$ cat src/rtl/instruction_fetch_pkg.sv
`default_nettype none
// +----------------------------------------------------------------------+
// | instruction_fetch_pkg : opcodes, NOP word and fetch FSM encoding      |
// | Revision: 1.0                                                         |
// +----------------------------------------------------------------------+
package instruction_fetch_pkg;

    localparam int INSTR_WIDTH = 20;

    localparam logic [3:0] OP_STORE = 4'b1100;
    localparam logic [3:0] OP_HALT  = 4'b1111;

    localparam logic [INSTR_WIDTH-1:0] NOP_INSTR = 20'h00000;

    typedef enum logic [1:0] {
        S_RUN   = 2'd0,
        S_DRAIN = 2'd1,
        S_HALT  = 2'd2
    } fetch_state_e;

    function automatic logic is_halt(input logic [INSTR_WIDTH-1:0] word);
        return word[INSTR_WIDTH-1 -: 4] == OP_HALT;
    endfunction

endpackage
`default_nettype wire

$ cat src/rtl/instruction_fetch_if.sv
`default_nettype none
// +----------------------------------------------------------------------+
// | instruction_fetch_if : imem request channel and IF/ID stage signals   |
// | Revision: 1.0                                                         |
// +----------------------------------------------------------------------+
interface instruction_fetch_if
    import instruction_fetch_pkg::*;
#(
    parameter int PC_WIDTH = 8
);
    logic                   imem_req;
    logic [PC_WIDTH-1:0]    imem_addr;
    logic                   imem_ack;
    logic [INSTR_WIDTH-1:0] imem_data;
    logic                   stall;
    logic                   redirect;
    logic [PC_WIDTH-1:0]    redirect_pc;
    logic [INSTR_WIDTH-1:0] instruction;
    logic                   instr_valid;
    logic [PC_WIDTH-1:0]    instr_pc;

    modport master (
        output imem_req, imem_addr, instruction, instr_valid, instr_pc,
        input  imem_ack, imem_data, stall, redirect, redirect_pc
    );

    modport slave (
        input  imem_req, imem_addr, instruction, instr_valid, instr_pc,
        output imem_ack, imem_data, stall, redirect, redirect_pc
    );
endinterface
`default_nettype wire

$ cat src/rtl/instruction_fetch_buffer.sv
`default_nettype none
// +----------------------------------------------------------------------+
// | fetch_buffer : 2-entry in-order FIFO with push/pop/flush              |
// | Revision: 1.0                                                         |
// +----------------------------------------------------------------------+
module fetch_buffer #(
    parameter int WIDTH = 28
) (
    input  wire logic             clock,
    input  wire logic             reset,
    input  wire logic             push,
    input  wire logic [WIDTH-1:0] push_data,
    input  wire logic             pop,
    input  wire logic             flush,
    output logic      [WIDTH-1:0] head_data,
    output logic                  full,
    output logic                  empty,
    output logic      [1:0]       count
);
    logic [WIDTH-1:0] entry0_q, entry0_d;
    logic [WIDTH-1:0] entry1_q, entry1_d;
    logic [1:0]       count_q, count_d;
    logic             do_pop;
    logic             do_push;

    always_comb begin
        do_pop   = pop && (count_q != 2'd0);
        do_push  = push && ((count_q != 2'd2) || do_pop);
        entry0_d = entry0_q;
        entry1_d = entry1_q;
        count_d  = count_q;
        if (flush) begin
            count_d = 2'd0;
        end else begin
            if (do_pop) begin
                entry0_d = entry1_q;
            end
            case ({do_push, do_pop})
                2'b10:   count_d = count_q + 2'd1;
                2'b01:   count_d = count_q - 2'd1;
                default: count_d = count_q;
            endcase
            // New word lands in the first slot free after this cycle's pop.
            if (do_push) begin
                if ((count_q - {1'b0, do_pop}) == 2'd0) begin
                    entry0_d = push_data;
                end else begin
                    entry1_d = push_data;
                end
            end
        end
    end

    always_ff @(posedge clock) begin
        if (!reset) begin
            entry0_q <= '0;
            entry1_q <= '0;
            count_q  <= 2'd0;
        end else begin
            entry0_q <= entry0_d;
            entry1_q <= entry1_d;
            count_q  <= count_d;
        end
    end

    assign head_data = entry0_q;
    assign full      = (count_q == 2'd2);
    assign empty     = (count_q == 2'd0);
    assign count     = count_q;

endmodule
`default_nettype wire

$ cat src/rtl/instruction_fetch.sv
`default_nettype none
// +----------------------------------------------------------------------+
// | instruction_fetch : PC sequencing, imem handshake, IF/ID buffering    |
// | Revision: 1.0                                                         |
// +----------------------------------------------------------------------+
module instruction_fetch
    import instruction_fetch_pkg::*;
#(
    parameter int                     PC_WIDTH  = 8,
    parameter logic [PC_WIDTH-1:0]    RESET_PC  = '0,
    parameter logic [INSTR_WIDTH-1:0] NOP_INSTR = instruction_fetch_pkg::NOP_INSTR
) (
    input  wire logic          clock,
    input  wire logic          reset,
    instruction_fetch_if.master bus
);
    localparam int ENTRY_WIDTH = PC_WIDTH + INSTR_WIDTH;

    fetch_state_e        state_q, state_d;
    logic [PC_WIDTH-1:0] fetch_pc_q, fetch_pc_d;
    logic [PC_WIDTH-1:0] drain_addr_q, drain_addr_d;
    logic                active_q;

    logic [ENTRY_WIDTH-1:0] head_data;
    logic                   buf_full;
    logic                   buf_empty;
    logic [1:0]             buf_count;

    logic                pop;
    logic                room;
    logic                req;
    logic [PC_WIDTH-1:0] addr;
    logic                ack_take;
    logic                push;

    always_comb begin
        pop  = !buf_empty && !bus.stall && !bus.redirect;
        room = !buf_full || pop;
        req  = 1'b0;
        addr = fetch_pc_q;
        case (state_q)
            S_RUN:   req = active_q && room;
            S_DRAIN: begin
                req  = 1'b1;
                addr = drain_addr_q;
            end
            default: req = 1'b0;
        endcase
        ack_take = req && bus.imem_ack;
        push     = (state_q == S_RUN) && ack_take && !bus.redirect;
    end

    always_comb begin
        state_d      = state_q;
        fetch_pc_d   = fetch_pc_q;
        drain_addr_d = drain_addr_q;
        if (bus.redirect) begin
            fetch_pc_d = bus.redirect_pc;
            case (state_q)
                S_RUN: begin
                    // A request already seen by memory must finish at its old address.
                    if (req && !bus.imem_ack) begin
                        state_d      = S_DRAIN;
                        drain_addr_d = fetch_pc_q;
                    end
                end
                S_DRAIN: if (bus.imem_ack) state_d = S_RUN;
                default: state_d = S_RUN;
            endcase
        end else begin
            case (state_q)
                S_RUN: begin
                    if (push) begin
                        fetch_pc_d = fetch_pc_q + PC_WIDTH'(1);
                        if (is_halt(bus.imem_data)) state_d = S_HALT;
                    end
                end
                S_DRAIN: if (bus.imem_ack) state_d = S_RUN;
                default: state_d = state_q;
            endcase
        end
    end

    always_ff @(posedge clock) begin
        if (!reset) begin
            state_q      <= S_RUN;
            fetch_pc_q   <= RESET_PC;
            drain_addr_q <= RESET_PC;
            active_q     <= 1'b0;
        end else begin
            state_q      <= state_d;
            fetch_pc_q   <= fetch_pc_d;
            drain_addr_q <= drain_addr_d;
            active_q     <= 1'b1;
        end
    end

    fetch_buffer #(
        .WIDTH (ENTRY_WIDTH)
    ) u_fetch_buffer (
        .clock     (clock),
        .reset     (reset),
        .push      (push),
        .push_data ({fetch_pc_q, bus.imem_data}),
        .pop       (pop),
        .flush     (bus.redirect),
        .head_data (head_data),
        .full      (buf_full),
        .empty     (buf_empty),
        .count     (buf_count)
    );

    assign bus.imem_req    = req;
    assign bus.imem_addr   = addr;
    assign bus.instr_valid = (buf_count != 2'd0);
    assign bus.instruction = buf_empty ? NOP_INSTR : head_data[INSTR_WIDTH-1:0];
    assign bus.instr_pc    = buf_empty ? '0 : head_data[ENTRY_WIDTH-1:INSTR_WIDTH];

endmodule
`default_nettype wire

$ cat src/flat_wrapper.sv
// flat-port wrapper written by rule: the top's interface ports become plain ports
module instruction_fetch_flat import instruction_fetch_pkg::*;
#(
    parameter int                     PC_WIDTH  = 8,
    parameter logic [PC_WIDTH-1:0]    RESET_PC  = '0,
    parameter logic [INSTR_WIDTH-1:0] NOP_INSTR = instruction_fetch_pkg::NOP_INSTR
)
  (clock, reset, bus_imem_req, bus_imem_addr, bus_instruction, bus_instr_valid, bus_instr_pc, bus_imem_ack, bus_imem_data, bus_stall, bus_redirect, bus_redirect_pc);
  instruction_fetch_if #(.PC_WIDTH(PC_WIDTH)) bus_i ();
  input  wire logic clock;
  input  wire logic reset;
  output wire logic [$bits(bus_i.imem_req)-1:0] bus_imem_req;
  output wire logic [$bits(bus_i.imem_addr)-1:0] bus_imem_addr;
  output wire logic [$bits(bus_i.instruction)-1:0] bus_instruction;
  output wire logic [$bits(bus_i.instr_valid)-1:0] bus_instr_valid;
  output wire logic [$bits(bus_i.instr_pc)-1:0] bus_instr_pc;
  input wire logic [$bits(bus_i.imem_ack)-1:0] bus_imem_ack;
  input wire logic [$bits(bus_i.imem_data)-1:0] bus_imem_data;
  input wire logic [$bits(bus_i.stall)-1:0] bus_stall;
  input wire logic [$bits(bus_i.redirect)-1:0] bus_redirect;
  input wire logic [$bits(bus_i.redirect_pc)-1:0] bus_redirect_pc;
  assign bus_imem_req = bus_i.imem_req;
  assign bus_imem_addr = bus_i.imem_addr;
  assign bus_instruction = bus_i.instruction;
  assign bus_instr_valid = bus_i.instr_valid;
  assign bus_instr_pc = bus_i.instr_pc;
  assign bus_i.imem_ack = bus_imem_ack;
  assign bus_i.imem_data = bus_imem_data;
  assign bus_i.stall = bus_stall;
  assign bus_i.redirect = bus_redirect;
  assign bus_i.redirect_pc = bus_redirect_pc;
  instruction_fetch #(.PC_WIDTH(PC_WIDTH), .RESET_PC(RESET_PC), .NOP_INSTR(NOP_INSTR)) u_core (.clock(clock), .reset(reset), .bus(bus_i));
endmodule
$ cat config.mk
export PLATFORM = sky130hd
export DESIGN_NAME = instruction_fetch_flat
export DESIGN_NICKNAME = d
export VERILOG_FILES = /design/src/rtl/instruction_fetch_pkg.sv /design/src/rtl/instruction_fetch_if.sv /design/src/rtl/instruction_fetch_buffer.sv /design/src/rtl/instruction_fetch.sv /design/src/flat_wrapper.sv
export SDC_FILE = /design/constraint.sdc
export NUM_CORES = 1
export LEC_CHECK = 0
export ABC_CLOCK_PERIOD_IN_PS = 2750
export BUFFER_PORTS_ARGS = -buffer_cell sky130_fd_sc_hd__buf_2
export CORE_ASPECT_RATIO = 0.5
export CORE_MARGIN = 2
export CORE_UTILIZATION = 50
export DETAILED_ROUTE_END_ITERATION = 10
export PLACE_DENSITY_LB_ADDON = 0.12
export SYNTH_ARGS = -nofsm -noshare
export SYNTH_HDL_FRONTEND = slang
export SYNTH_SLANG_ARGS = --single-unit
$ cat constraint.sdc
create_clock -name clock -period 2.75 [get_ports clock]
set_input_delay 0.1375 -clock clock [delete_from_list [all_inputs] [get_ports clock]]
set_output_delay 0.1375 -clock clock [all_outputs]
set_load 0.05 [all_outputs]
### Word level (Yosys, flattened, before mapping)

Index checks and enable logic that the tools add are counted.

* $add $sub $neg: 4
* equality and inequality tests: 9
* mux-type cells: 19
* bitwise logic cells: 3
* reduce and logical (&&, ||, !) cells: 29

Operators by type and width (count)
* $mux 28: 3
* $mux 8: 5
* $mux 20: 1
* $pmux 2 s2: 3
* $mux 2: 5
* $logic_and 1x1->1: 9
* $ne 3x3->1 const B: 3
* $add 8x1->8 const B: 1
* $reduce_bool 2->1: 4
* $logic_not 2->1: 3
* $reduce_and 3->1: 2
* $logic_not 1->1: 5
* $eq 2x1->1 const B: 2
* $eq 2x2->1 const B: 2
* $eq 4x4->1 const B: 1
* $reduce_and 4->1: 1
* $not 1->1: 3
* $reduce_bool 3->1: 1
* $add 2x1->2 const B: 1
* $logic_or 1x1->1: 2
* $ne 2x2->1 const B: 1
* $pmux 1 s2: 1
* $reduce_and 2->1: 1
* $reduce_or 2->1: 1
* other kinds (3): 3

* flip-flop bits (word level): 77
* input port bits: 33
* output and inout bits: 38
* logic and storage cells: 71

### Logic depth before layout (Yosys ltp)

Gate-level depths: netlist of the first run.

* depth in word-level cells: 13
* mapped depth: 10

### By module

From an unflattened synthesis of the first run, not the netlist that was laid out.

* cells, all modules: 449
* area total of the unflattened synthesis: 4066.4 sq um

By module, submodules not included
* fetch_buffer: times used 1, cells each 309, area each 2851.5 sq um, seq. area each 1161.1 sq um
* instruction_fetch: times used 1, cells each 140, area each 1214.9 sq um, seq. area each 380.4 sq um

### Worst setup path before layout of the first run

Ideal clock, no wire load.

* kind: register -> register
* from: register u_core.u_fetch_buffer.count_q[1] (netlist: u_core.u_fetch_buffer.count[1])
* to: register u_core.u_fetch_buffer.count_q[1] (netlist: u_core.u_fetch_buffer.count[1])
* arrival time: 1957 ps
* data required time: 2680 ps
* slack: 723 ps
* cell stages (with the launch flop): 9
* path buffers: 2
* path through: dfxtp_1 > clkbuf_1 > nor2b_1 > a21o_1 > buf_6 > nand2b_1 > ha_1 > or3_1 > a21oi_1

* cells in the longest elaborated chain, start to end: 13
* elaborated cells on any way between the ends: 23

Ends and longest elaborated chain
* start: declaration: RTL line instruction_fetch_buffer.sv:22 `logic [1:0] count_q, count_d;`
* start signal: assignment: RTL line instruction_fetch_buffer.sv:62 `count_q <= count_d;`
* $logic_not 2->1: RTL line instruction_fetch_buffer.sv:68 `assign empty = (count_q == 2'd0);`
* $logic_not 1->1: RTL line instruction_fetch.sv:37 `pop = !buf_empty && !bus.stall && !bus.redirect;`
* $logic_and 1x1->1 (2 in a row): RTL line instruction_fetch.sv:37
* $logic_or 1x1->1: RTL line instruction_fetch.sv:38 `room = !buf_full || pop;`
* $logic_and 1x1->1: RTL line instruction_fetch.sv:42 `S_RUN: req = active_q && room;`
* $pmux 1 s2: RTL line instruction_fetch.sv:41 `case (state_q)`
* $logic_and 1x1->1: RTL line instruction_fetch.sv:49 `ack_take = req && bus.imem_ack;`
* $logic_and 1x1->1 (2 in a row): RTL line instruction_fetch.sv:50 `push = (state_q == S_RUN) && ack_take && !bus.redirect;`
* $logic_and 1x1->1: RTL line instruction_fetch_buffer.sv:28 `do_push = push && ((count_q != 2'd2) || do_pop);`
* $eq 2x1->1 or $eq 2x2->1 (tied branches): RTL line instruction_fetch_buffer.sv:38 `case ({do_push, do_pop})`
* $pmux 2 s2 or $reduce_bool 2->1 (tied branches)

Several ways; a longest one is shown, not always the timed one.
A chain may end at the register's enable or synchronous reset.

### Worst setup path after layout of the first run

* from: register u_core.u_fetch_buffer.count_q[1] (netlist: u_core.u_fetch_buffer.count[1])
* to: output port bus_instruction[7]

* cells in the longest elaborated chain, start to end: 2

Ends and longest elaborated chain
* $logic_not 2->1: RTL line instruction_fetch_buffer.sv:68
* $mux 20: RTL line instruction_fetch.sv:116 `assign bus.instruction = buf_empty ? NOP_INSTR : head_data[INSTR_WIDTH-1:0];`
* end: declaration: RTL line flat_wrapper.sv:14 `output wire logic [$bits(bus_i.instruction)-1:0] bus_instruction;`

No other way between the ends.

==> summary.md, run 1 <==
| Metric | Value |
|---|---|
| Run status | finished, final reports clean |
| Synthesis Warnings | 0 |
| DIE HEIGHT | roughly 65 µm |
| Top cells by area, synth | dfxtp_1 (42%), nand2_1 (8.3%), a21oi_1 (5.5%), and2_1 (4.8%), a222oi_1 (3.0%) |
| CP max FO | 19 |
| CTS Buf Count | 9 |
| First-pass GRT wire length | 14.7 mm |
| Number of enable flip-flop cells after synthesis | 0 |
| Relative slew slack | ~50% |
| Worst setup endpoint | bus_instruction[7] |
| Postcts setup bufs | 0 |
| Final cell count without fillers | slightly below 600 |
| Critical path endpoint category | primary output |
| Slowest library cell on the worst path | nor2_1 |
| Number of global-route vias before repair | ~3000 |
| H-tree levels | 3 |
| Area delta synth->final | 18.1% |
| Net Count, Synth | 480 |
| Total core area | about 6900 µm² |
| Top delay family on crit path | buffers and inverters |
| Most used cell, CP | buf_4 |
| I/O Buffers | 70 |
| Number of distinct library cells after synthesis | 51 |
| Final worst path period need | ~2200 ps |
| Least-Margin Pin Slew | between 700 and 800 ps |
| Layout cell share with drive strength beyond 1 | a little over a fifth |
| DRT iter0 DRCs | 259 |
| Final WS setup | approximately 500 ps |
| Largest stage delay, worst path | approximately 430 ps |
| Via count | 3319 |
| Hold path depth | 3 |
| Vias/cell | ~5.6 |
| Max-Cap Viols | 0 |
| Hold Vio Cnt, Final | 0 |
| Clock skew | between 5 and 6 ps |
| Clock latency on the worst-skew pair | 340 ps |
| Kind of critical path | flop to primary output |
| RR Endpoint | u_core.u_fetch_buffer.count[1] |
| Leak | 0.00175 µW |
| Setup WS pre-CTS | 593 ps |
| CTS Root Cell | clkbuf_16 |
| Global route overflow | 0 |
| Initial core utilization | 53.2% |
| Row count | 21 |
| Worst Setup SP | u_core.u_fetch_buffer.count[1] |
| # hold bufs at CTS | 0 |
| Mapped Cells | ~450 |
| # fillers | about 610 |
| Avg Inst Size Synth | just over 8 µm² |
| RD Place Congestion | approximately 0.75 |
| Peak VDD IR | approximately 310 µV |
| Period utilization | 81.8% |
| Setup tns final | 0 ps |
| Pin count of the biggest net entering global routing | 42 |
| Cts repair resizes | 0 |
| R2R setup slack | between 500 and 600 ps |
| CTS clock-pin slew for the worst setup and hold paths | about 60 ps |
| NetSw | around 610 µW |
| Flops & latches, synth | between 70 and 80 |
| Die ar. | approximately 8000 µm² |
| DRC errors left | 0 |
| Post-synth top flop | dfxtp_1 |
| Crit path buffers/inverters | 4 |
| Die width | approximately 130 µm |
| Slew Limit Fails | 0 |
| Placed insts | roughly 580 |
| RSZ-0062 raised after global routing | no |
| # setup viols final | 0 |
| Critical path, cell by cell | buf_4 > nor2_1 > inv_2 > buf_4 > and2_1 > buf_2 |
| # IOs | 71 |
| Sequential-to-total area share from yosys stat | a little over two fifths |
| Post-synthesis async set-or-reset flop share | 0% |
| Clock power frac | between 40% and 50% |
| F_max | around 0.44 GHz |
| Initial antenna violation count | 0 |
| Drt first pass iters | 5 |
| Routed len/inst | 14.9 µm |
| WL final | roughly 8.8 mm |
| Pwr dens | just under 600 nW/µm² |
| Pint | 1960 µW |
| Total Routing Usage GR | between 20 and 25% |
| Synthesized area | between 3000 and 4000 µm² |
| Sw frac | a little under a quarter |
| CTS tree | done |
| Comb power frac | under 10% |
| Reg power frac | 45.8% |
| Clk sink count | 77 |
| Ant. Diodes | 0 |
| Final HPWL DP | 5.91 mm |
| Worst setup SP type | flop |
| Worst R2R Path Depth | 6 |
| Post-route ant nets | 0 |
| R2r startpoint | u_core.u_fetch_buffer.count[0] |
| Post-synth top area share | a little over two fifths |
| Min-delay worst type | primary input to flop |
| Final layout net count | between 500 and 600 |
| Clk buf depth | 2 |
| Worst Path Required | 2610 ps |
| Dominant cell type by area after synthesis | dfxtp_1 |
| CP arrival | between 2000 and 2500 ps |
| Critical path depth | 6 |
==> through the flow <==
step	total power [µW]	cell area (µm²)	hold WS, ps	utilization, %
detailed placement	1430	4040	381	58.7
CTS	2590	4330	26.6	62.8
floorplan	1360	3660	165	-
global placement	1430	4040	385	58.7
finish	2570	4330	36.9	62.8
global route	2680	4330	54.0	62.8
==> cell usage in the layout (no fill, tap or decap), types with 2 or more instances in the layout <==
| cell | n |
|---|---|
| a21oi_1 | 40 |
| clkbuf_16 | 9 |
| nor3_1 | 3 |
| or4_1 | 6 |
| nor2b_1 | 4 |
| nand2_1 | 81 |
| a221oi_1 | 5 |
| a22oi_1 | 7 |
| or3_1 | 3 |
| a21o_1 | 3 |
| ha_1 | 2 |
| xor2_1 | 2 |
| nand2b_1 | 3 |
| nand4_1 | 2 |
| dfxtp_1 | 77 |
| buf_2 | 70 |
| a22o_1 | 6 |
| inv_1 | 16 |
| buf_4 | 13 |
| xnor2_1 | 2 |
| o31ai_1 | 7 |
| nand3_1 | 17 |
| o21ai_0 | 19 |
| clkbuf_8 | 2 |
| o211ai_1 | 3 |
| a31oi_1 | 8 |
| nor2_1 | 14 |
| a211oi_1 | 5 |
| and2_1 | 28 |
| mux2i_1 | 5 |
| mux2_2 | 8 |
| a222oi_1 | 11 |
==> worst reg2reg max path, delay by kind of cell, from the launching register on <==
family          cells  cell delay [ps]
flops               1              430
simple gates        3              910
compound gates      2              530
fa+ha+maj           1              260
==> routing by layer <==
metal / vias up / routed length, µm / share of wire [%] / GRT usage [%]
met4: 0 / 84 / 0.95 / 6.81
met2: 123 / 3710 / 42 / 34.3
li1: 1683 / - / - / -
met1: 1502 / 4290 / 49 / 31.8
met5: - / 0 / 0 / 0
met3: 11 / 759 / 8.6 / 7.43
==> synth_stat cells, types with 5 or more instances <==
| cell type | number |
|---|---|
| a222oi_1 | 11 |
| mux2i_1 | 5 |
| a31oi_1 | 8 |
| buf_2 | 7 |
| nor2_1 | 14 |
| a211oi_1 | 5 |
| o31ai_1 | 7 |
| nand3_1 | 17 |
| inv_1 | 16 |
| o21ai_0 | 19 |
| nand2_1 | 81 |
| a21oi_1 | 40 |
| a22o_1 | 6 |
| and2_1 | 28 |
| or4_1 | 6 |
| mux2_2 | 8 |
| dfxtp_1 | 77 |
| a22oi_1 | 7 |
| a221oi_1 | 5 |
| clkbuf_1 | 25 |
==> cells by family (layout without fill, tap and decap cells) <==
kind of cell,count (synthesis),in the layout,synth area share [%]
adder cells (fa/ha/maj),2,2,0.683
multiplexers,13,13,3.83
XOR/XNOR,4,4,0.957
AO/OA/AOI/OAI,123,123,23.0
buffers and inverters,57,114,7.11
flip-flops,77,77,42.1
AND/OR/NAND/NOR,169,169,22.4
==> final cells by class <==
class	count	area [µm²]	area share, %
Multi-Input combinational cell	311	1870	43.1
Tap cell	92	115	2.66
Timing Repair Buffer	83	448	10.4
Clock inverter	2	35.0	0.810
Inverter	18	67.6	1.56
Clock buffer	11	253	5.84
Sequential cell	77	1540	35.6
==> sequential cells by signal (all words and copies together), names as in the netlist <==
register,flops
u_core.state_q,2
u_core.fetch_pc_q,8
u_core.u_fetch_buffer.head_data,28
u_core.active_q,1
u_core.u_fetch_buffer.entry1_q,28
u_core.drain_addr_q,8
u_core.u_fetch_buffer.count,2
==> power by group through the flow <==
stage	clock network, µW	registers [µW]	logic (µW)
after floorplan	0	1180	178
after global placement	0	1200	231
after detailed placement	0	1200	232
after CTS	1180	1180	233
after global routing	1240	1180	257
final	1160	1180	234
==> worst min path at each step <==
stage                       from                                   to  slack, ps
4_1_cts        bus_imem_data[12]  u_core.u_fetch_buffer.head_data[12]         30
2_1_floorplan              reset                      u_core.active_q        170
3_5_place_dp   bus_imem_data[12]  u_core.u_fetch_buffer.head_data[12]        380
3_3_place_gp    bus_imem_data[2]   u_core.u_fetch_buffer.head_data[2]        380
6_report       bus_imem_data[12]  u_core.u_fetch_buffer.head_data[12]         40
5_1_grt        bus_imem_data[15]   u_core.u_fetch_buffer.entry1_q[15]         50
Power figures use the tool's default switching activity.
==> run 2, diff against run 1 <==
--- a/config.mk
+++ b/config.mk
@@ -5,7 +5,7 @@
 export SDC_FILE = /design/constraint.sdc
 export NUM_CORES = 1
 export LEC_CHECK = 0
-export ABC_CLOCK_PERIOD_IN_PS = 2750
+export ABC_CLOCK_PERIOD_IN_PS = 1800
 export BUFFER_PORTS_ARGS = -buffer_cell sky130_fd_sc_hd__buf_2
 export CORE_ASPECT_RATIO = 0.5
 export CORE_MARGIN = 2
==> constraint.sdc (replaced) <==
create_clock -name clock -period 1.8 [get_ports clock]
set_input_delay 0.09 -clock clock [delete_from_list [all_inputs] [get_ports clock]]
set_output_delay 0.09 -clock clock [all_outputs]
set_load 0.05 [all_outputs]
==> summary.md, run 2 (synthesized netlist as in run 1, its figures left out) <==
| Metric | Value |
|---|---|
| Min-delay worst type | primary input to flop |
| Die ar. | 8060 µm² (unchanged) |
| Global route overflow | 0 (unchanged) |
| Initial antenna violation count | 0 (unchanged) |
| Clk sink count | 77 (unchanged) |
| Setup WS pre-CTS | -4.83 ps (-598 ps) |
| Hold Vio Cnt, Final | 0 (unchanged) |
| Initial core utilization | 53.2% (unchanged) |
| DRC errors left | 0 (unchanged) |
| Number of global-route vias before repair | 3238 (+9.6%) |
| Final WS setup | 49.1 ps (-453 ps) |
| Critical path, cell by cell | nand4bb_1 > a21o_1 > nand2b_4 > ha_4 > xnor2_1 > or3_1 > a21oi_2 |
| Multi-input gate area | 1910 µm² (+2.6%) |
| # fillers | 576 (-5.3%) |
| Final HPWL DP | 6.24 mm (+5.6%) |
| Max-Cap Viols | 0 (unchanged) |
| Critical path endpoint category | flop |
| Relative slew slack | 68.9% (+19 points) |
| Row count | 21 (unchanged) |
| CTS clock-pin slew for the worst setup and hold paths | 60 ps (about the same) |
| Hold Slack | 10.7 ps (-26.2 ps) |
| WL final | 9.31 mm (+5.3%) |
| Total Routing Usage GR | 24.0% (+1.0 points) |
| DIE HEIGHT | 64.5 µm (unchanged) |
| Period utilization | a little over nine tenths |
| Via count | 3510 (+5.8%) |
| Slew Limit Fails | 0 (unchanged) |
| Pwr dens | 841 nW/µm² (+41%) |
| Register area | 1550 µm² (+0.49%) |
| Final worst path period need | ~1800 ps |
| Largest stage delay, worst path | 370 ps (-60 ps) |
| CP max FO | 8 (-11) |
| RSZ-0062 raised after global routing | yes |
| Worst setup SP type | flop |
| Clock latency on the worst-skew pair | 330 ps (about the same) |
| Vias/cell | 5.55 (-0.60%) |
| Worst Path Required | 2070 ps (-540 ps) |
| Core Util, Final | 69.2% (+6.4 points) |
| Leak | 0.00193 µW (+10%) |
| H-tree levels | 3 (unchanged) |
| Clk buf depth | 2 (unchanged) |
| Final layout net count | 570 (+6.5%) |
| Crit path buffers/inverters | 0 (-4) |
| # setup viols final | 0 (unchanged) |
| Routed len/inst | 14.7 µm (-1.0%) |
| CTS Root Cell | clkbuf_16 |
| CTS tree | done |
| Top delay family on crit path | simple AND/OR/NAND/NOR gates |
| CTS Buf Count | 9 (unchanged) |
| Drt first pass iters | 5 (unchanged) |
| Ant. Diodes | 0 (unchanged) |
| Layout cell share with drive strength beyond 1 | 27.6% (+5.7 points) |
| Most common cell after layout, fill and taps aside | nand2_1 |
| Slowest library cell on the worst path | dfxtp_4 |
| First-pass GRT wire length | 15.5 mm (+5.4%) |
| CP arrival | 2020 ps (-90 ps) |
| RD Place Congestion | 0.795 (+5.8%) |
| Total core area | 6880 µm² (unchanged) |
| # IOs | 71 (unchanged) |
| Kind of critical path | flop to flop |
| Die width | 125 µm (unchanged) |
| Least-Margin Pin Slew | 465 ps (-284 ps) |
| Peak VDD IR | 562 µV (+80%) |
| Clock skew | 2.87 ps (-2.32 ps) |
| F_max | 0.571 GHz |
| Run status | finished, final reports clean |
| Pin count of the biggest net entering global routing | 42 (unchanged) |
| Area delta synth->final | 30.1% |
| Post-route ant nets | 0 (unchanged) |
| I/O Buffers | 70 (unchanged) |
| Most frequent cells in the layout | nand2_1 (81), dfxtp_1 (73), buf_2 (49) |
| DRT iter0 DRCs | 234 (-9.7%) |
[run 2: cell count changes in the layout (fill, tap and decap cells not counted), sizes merged]
cell	previous run	this run
clkbuf	11	23
dlygate4sd3	0	12
buf	83	92
clkinv	2	6
clkinvlp	0	1
[run 2: final timing paths]
check | cells after the start | slack, ps | endpoint | start
min | 3 | 10 | u_core.u_fetch_buffer.entry1_q[0] | bus_imem_data[0]
max reg2reg | 7 | 50 | u_core.u_fetch_buffer.count[1] | u_core.state_q[1]
min reg2reg | 2 | 450 | u_core.u_fetch_buffer.entry1_q[22] | u_core.u_fetch_buffer.entry1_q[22]
max | 7 | 50 | u_core.u_fetch_buffer.count[1] | u_core.state_q[1]
[run 2: power breakdown]
part	switching (µW)	leakage, µW	internal (µW)
clock network	703	0.000145	1060
logic	269	0.00116	190
registers	33.5	0.000627	1750
total	1010	0.00193	3000
[run 2: layout make-up]
class	instances	share of cell area [%]
repair buffers	118	17.4
multi-input cells	311	40.2
flip-flops and latches	77	32.5
inverters	18	1.42
clock inverters	7	1.39
well taps	92	2.42
clock buffers	9	4.73
[run 2: tightest hold or removal path, cell delays in order]
cell and delay (ps):
buf_2 110, nand2_1 50, a21oi_1 50
[run 2: routing by layer]
layer | wire (µm) | part of all wire, % | up-vias | GRT usage (%)
met2 | 4050 | 43 | 107 | 37.8
met4 | 70 | 0.75 | 0 | 6.25
met1 | 4600 | 49 | 1628 | 32.6
met5 | 0 | 0 | - | 0
met3 | 591 | 6.3 | 7 | 6.85
li1 | - | - | 1768 | -
[run 2: timing repair]
| item | CTS | global route |
|---|---|---|
| setup buffers | 0 | 1 |
| endpoints found under the hold margin | 17 | 0 |
| setup endpoints to repair | 12 | 41 |
| pin swaps | 0 | 1 |
| resized for setup | 8 | 38 |
| hold buffers | 12 | 0 |
[run 2: stage by stage]
| stage | total power [µW] | cell area (µm²) | std cells | TNS (ps) |
|---|---|---|---|---|
| 2_1_floorplan | 2080 | 3670 | 445 | -114 |
| 3_3_place_gp | 2230 | 4210 | 603 | 0 |
| 3_5_place_dp | 2230 | 4210 | 603 | -4.83 |
| 4_1_cts | 4010 | 4640 | 631 | 0 |
| 5_1_grt | 4170 | 4760 | 632 | -40.6 |
| 6_report | 4010 | 4760 | 632 | 0 |
